File: src/rtl/alu_sequencer_pkg.sv
// Shared definitions for the ALU front-end: opcode width, the ALU opcode
// constants, and the sequencer step encodings.
package alu_defs;

  localparam int op_width = 6;

  localparam logic [op_width-1:0] OP_ADD = 6'b100000;
  localparam logic [op_width-1:0] OP_SUB = 6'b100010;
  localparam logic [op_width-1:0] OP_AND = 6'b100100;
  localparam logic [op_width-1:0] OP_OR  = 6'b100101;
  localparam logic [op_width-1:0] OP_XOR = 6'b100110;
  localparam logic [op_width-1:0] OP_NOR = 6'b100111;
  localparam logic [op_width-1:0] OP_SRA = 6'b000011;
  localparam logic [op_width-1:0] OP_SRL = 6'b000010;

  typedef enum logic [1:0] {
    LOAD_A  = 2'd0,
    LOAD_B  = 2'd1,
    LOAD_OP = 2'd2,
    SHOW    = 2'd3
  } step_t;

endpackage

File: src/rtl/alu_sequencer_debounce.sv
// Button conditioner: 2-flop synchronizer, stable-level debouncer, rising-edge pulse.
// Latency: raw edge to press = 2 + debounce_cycles cycles.
// No backpressure; press is a single-cycle pulse per accepted rising level.
module debounce #(
  parameter int debounce_cycles = 1_000_000
) (
  input  logic clk,
  input  logic reset,
  input  logic btn,
  output logic press
);

  localparam int cnt_w = $clog2(debounce_cycles);

  logic             sync_1;
  logic             btn_s;
  logic             btn_db;
  logic             btn_db_prev;
  logic [cnt_w-1:0] cnt;

  // Bring the raw button into the clk domain.
  always_ff @(posedge clk) begin
    if (reset) begin
      sync_1 <= 1'b0;
      btn_s  <= 1'b0;
    end else begin
      sync_1 <= btn;
      btn_s  <= sync_1;
    end
  end

  // Accept a level change only after it has been stable for debounce_cycles cycles;
  // any return to the accepted level restarts the count.
  always_ff @(posedge clk) begin
    if (reset) begin
      btn_db      <= 1'b0;
      btn_db_prev <= 1'b0;
      cnt         <= '0;
    end else begin
      btn_db_prev <= btn_db;
      if (btn_s == btn_db) begin
        cnt <= '0;
      end else if (cnt == cnt_w'(debounce_cycles - 1)) begin
        btn_db <= ~btn_db;
        cnt    <= '0;
      end else begin
        cnt <= cnt + 1'b1;
      end
    end
  end

  // Only the press (rising) edge of the debounced level is reported.
  assign press = btn_db & ~btn_db_prev;

endmodule

File: src/rtl/alu_sequencer.sv
// Single-button sequencer loading ALU operand A, operand B, opcode, then showing the result.
// Latency: loads visible 1 cycle after press; leds/result_valid 2 cycles after the opcode press.
// No backpressure; a press is consumed in whatever step is current.
module alu_sequencer
  import alu_defs::*;
#(
  parameter int size            = 8,
  parameter int op_width        = alu_defs::op_width,
  parameter int debounce_cycles = 1_000_000
) (
  input  logic                       clk,
  input  logic                       reset,
  input  logic        [size-1:0]     valor,
  input  logic                       btn,
  output logic signed [size-1:0]     alu_a,
  output logic signed [size-1:0]     alu_b,
  output logic        [op_width-1:0] alu_op,
  input  logic signed [size-1:0]     alu_result,
  output logic signed [size-1:0]     leds,
  output logic        [1:0]          state,
  output logic                       result_valid
);

  logic  press;
  logic  capture;
  step_t step;

  debounce #(
    .debounce_cycles(debounce_cycles)
  ) u_debounce (
    .clk  (clk),
    .reset(reset),
    .btn  (btn),
    .press(press)
  );

  // Step through the loads on each press; the result is captured one cycle after
  // entering SHOW so the ALU sees the freshly loaded opcode first.
  always_ff @(posedge clk) begin
    if (reset) begin
      step         <= LOAD_A;
      alu_a        <= '0;
      alu_b        <= '0;
      alu_op       <= '0;
      leds         <= '0;
      result_valid <= 1'b0;
      capture      <= 1'b0;
    end else begin
      if (capture) begin
        leds         <= alu_result;
        result_valid <= 1'b1;
        capture      <= 1'b0;
      end
      if (press) begin
        unique case (step)
          LOAD_A: begin
            alu_a        <= valor;
            result_valid <= 1'b0;
            step         <= LOAD_B;
          end
          LOAD_B: begin
            alu_b        <= valor;
            result_valid <= 1'b0;
            step         <= LOAD_OP;
          end
          LOAD_OP: begin
            alu_op       <= valor[op_width-1:0];
            result_valid <= 1'b0;
            capture      <= 1'b1;
            step         <= SHOW;
          end
          SHOW: begin
            step <= LOAD_A;
          end
          default: step <= LOAD_A;
        endcase
      end
    end
  end

  assign state = step;

endmodule

File: config.mk
export PLATFORM = sky130hd
export DESIGN_NAME = alu_sequencer
export DESIGN_NICKNAME = d
export VERILOG_FILES = /design/src/rtl/alu_sequencer_pkg.sv /design/src/rtl/alu_sequencer_debounce.sv /design/src/rtl/alu_sequencer.sv
export SDC_FILE = /design/constraint.sdc
export NUM_CORES = 1
export LEC_CHECK = 0
export BUFFER_PORTS_ARGS = -buffer_cell sky130_fd_sc_hd__buf_2
export CAP_MARGIN = 40
export CORE_MARGIN = 5
export CORE_UTILIZATION = 55
export DETAILED_ROUTE_END_ITERATION = 10
export HOLD_SLACK_MARGIN = 0.05
export PLACE_DENSITY = 0.8
export RECOVER_POWER = 50
export SLEW_MARGIN = 20
export SYNTH_ARGS = -nofsm -noshare
export SYNTH_HDL_FRONTEND = slang
export SYNTH_SLANG_ARGS = --single-unit
File: constraint.sdc
create_clock -name clk -period 2.7 [get_ports clk]
set_input_delay 0.27 -clock clk [delete_from_list [all_inputs] [get_ports clk]]
set_output_delay 0.27 -clock clk [all_outputs]
set_load 0.005 [all_outputs]
==> metrics <==
total iterations of the first detailed-routing run=4; Via Count=between 1,500 and 2,000; PD cells=between 600 and 700 nW/um^2; worst r2r dst=u_debounce.cnt[5]; Post-CTS Setup Bufs=0; Placeable Area=approximately 4000 um^2; layout cells sized above 1=~17%; placed cell count=roughly 350; Worst-path clk slew=roughly 0.06 ns; Root Driver=clkbuf_8; first-pass GRT wire length=between 7000 and 8000 um; Die X=roughly 74 um; RSZ-0062 raised after global routing=no; DR iter-0 viols=between 100 and 150; most frequent cells in the layout=58 x dfxtp_1, 37 x buf_2, 32 x a21oi_1; switch share=between 20% and 30%; crit path DAT=about 2.2 ns; Worst Hold End=u_debounce.sync_1; vias per inst=approximately 5.1; Die Area=~5500 um^2; CTS tree=yes; leakage power=about 1 nW; syn_area_per_cell=about 8.7 um^2; Cells after Synth=about 260; worst vdd ir=around 0.00058 V; largest net degree at the start of global routing=25; Hold Slack=0.146 ns; R2R depth=5; CTS buffer count=9; Hold Path Class=in2reg; H-tree depth=3; CP endpoint kind=flop; period utilization=72.3%; DRC Markers=0; Starting Density=a little under three fifths; # IOs=52; Net Sw Power=0.349 mW; grt total ovfl=0; Rel. slew slack=31.3%; worst hold start=btn; Final min period=a little under 2 ns; crit path max fanout=20; internal power=approximately 1.3 mW; met3 WL=between 300 and 400 um; Worst R2R Setup Slack=0.75 ns; post-synth cell types=26; WL final=roughly 4600 um; hold depth=2; Met2 Wirelength=2100 um; Nets=~340; max_cap viols=0; vias in the first global route=around 1,700; met1 WL=~2100 um; CP required=around 3 ns; Final Hold Vio Count=0; CTS max path bufs=2; Worst-Margin Slew=1.03 ns; crit start category=flop; Area growth, synth to finish=19.7%; num rows=23; synthesized flop and latch total=slightly below 60; Final Skew=0.00794 ns; reg2reg start=u_debounce.cnt[15]; drt wl/cell=between 10 and 15 um; crit path kind=reg2reg; Top Layer Used=met4; Slew Viols, Final=0; final setup TNS=0 ns; initial antenna violation count=0; most common cell after layout, fill and taps aside=dfxtp_1; Sequential Power Share=between 50% and 60%; clock group share of total power=between 40 and 50%; Setup Viol. Count Final=0; Gate power share=1.9%; die height=~74 um; Clock Sinks=58; port bufs=51; mapped cell area=roughly 2300 um^2; Synthesis Warnings=0; cts-stage hold buffer count=0; diodes inserted=0; status=finished clean; Global Route Usage Sum=18.0%; Syn Nets=287; Post-Place Cell Area=between 2000 and 3000 um^2; Routed Antenna Nets=0; Post-Layout Cell Count=approximately 370; Seq/Total Area, Yosys=between 50% and 60%; final instance area=between 2000 and 3000 um^2; fmax=slightly above 500 MHz; dpl hpwl=3280 um; Final GP Congestion=around 0.8; Clk Latency, worst-skew pair=0.33 ns; CTS resizes=0
-- power by group through the flow --
stage / Sequential [mW] / Combinational, mW / Clock [mW]
2_1_floorplan: 0.877 / 0.0123 / 0
4_1_cts: 0.859 / 0.0318 / 0.764
6_report: 0.859 / 0.0305 / 0.748
3_3_place_gp: 0.878 / 0.0314 / 0
3_5_place_dp: 0.878 / 0.0314 / 0
5_1_grt: 0.858 / 0.0344 / 0.815
-- per-layer routing --
metal / vias up / global-route usage [%]
met2: 45 / 28.1
met1: 835 / 21.3
li1: 1001 / -
met5: - / 0
met3: 11 / 7.03
met4: 0 / 9.68
-- cell type report --
class                      instances  area, um^2
fill                             359        1270
sequential                        58        1160
multi-input combinational        183        1030
timing repair buffer              54         256
clock buffer                      10         128
tap                               50        62.6
clock inverter                     6        57.6
inverter                           7        26.3
-- Yosys cell counts (all sizes together) --
library cell	instances	area share [%]
and4	1	0.38
or3	7	1.9
o31ai	2	0.66
nor2	27	4.5
buf	3	0.66
ha	6	3.3
nor2b	4	1.1
xor2	8	3.1
nand3	31	6.8
and3	3	0.82
a211oi	2	0.66
or4b	1	0.44
nand2b	1	0.27
xnor2	3	1.2
or4	4	1.5
and2	2	0.55
o21ai	8	1.8
nand2	28	4.6
a21oi	32	7.0
inv	7	1.2
dfxtp	58	51
clkbuf	11	1.8
mux2i	8	3.5
nand4	5	1.4
-- flip-flops by register name, summed over array words and instances, names as in the netlist --
name,count
result_valid,1
capture,1
u_debounce.btn_db_prev,1
leds,8
u_debounce.sync_1,1
u_debounce.cnt,20
alu_b,8
alu_a,8
u_debounce.btn_s,1
u_debounce.btn_db,1
alu_op,6
state,2
-- kinds of logic (layout without fill, tap and decap cells) --
logic type | after synthesis | count (layout) | synth area share, %
AO/OA/AOI/OAI | 44 | 44 | 10.1
XOR/XNOR | 11 | 11 | 4.23
adder cells (fa/ha/maj) | 6 | 6 | 3.30
buffers and inverters | 21 | 77 | 3.63
flip-flops | 58 | 58 | 51.0
multiplexers | 8 | 8 | 3.52
AND/OR/NAND/NOR | 114 | 114 | 24.2
-- per-stage QoR --
stage / power, mW / util [%] / setup slack (ns)
detailed placement: 0.909 / 64.1 / 0.740
global placement: 0.909 / 64.1 / 0.793
finish: 1.64 / 68.1 / 0.747
floorplan: 0.890 / - / 0.869
global route: 1.71 / 68.1 / 0.628
CTS: 1.65 / 68.7 / 0.737
-- how the worst max path moves through the flow --
stage | start | end | slack (ns) | depth (start not counted)
after CTS | u_debounce.cnt[15] | u_debounce.cnt[4] | 0.74 | 5
after global routing | u_debounce.cnt[15] | u_debounce.cnt[8] | 0.63 | 5
after floorplan | u_debounce.cnt[15] | u_debounce.cnt[2] | 0.87 | 5
final | u_debounce.cnt[15] | u_debounce.cnt[5] | 0.75 | 5
after global placement | u_debounce.cnt[15] | u_debounce.cnt[2] | 0.79 | 5
after detailed placement | u_debounce.cnt[15] | u_debounce.cnt[19] | 0.74 | 5
-- critical path, stage by stage (launching register included) --
cell     delay (ns)
dfxtp_1        0.34
or4_1          0.52
or4_4          0.53
o21ai_1        0.13
buf_4          0.25
nor2_1         0.08
(Power assumes the default switching activity.)
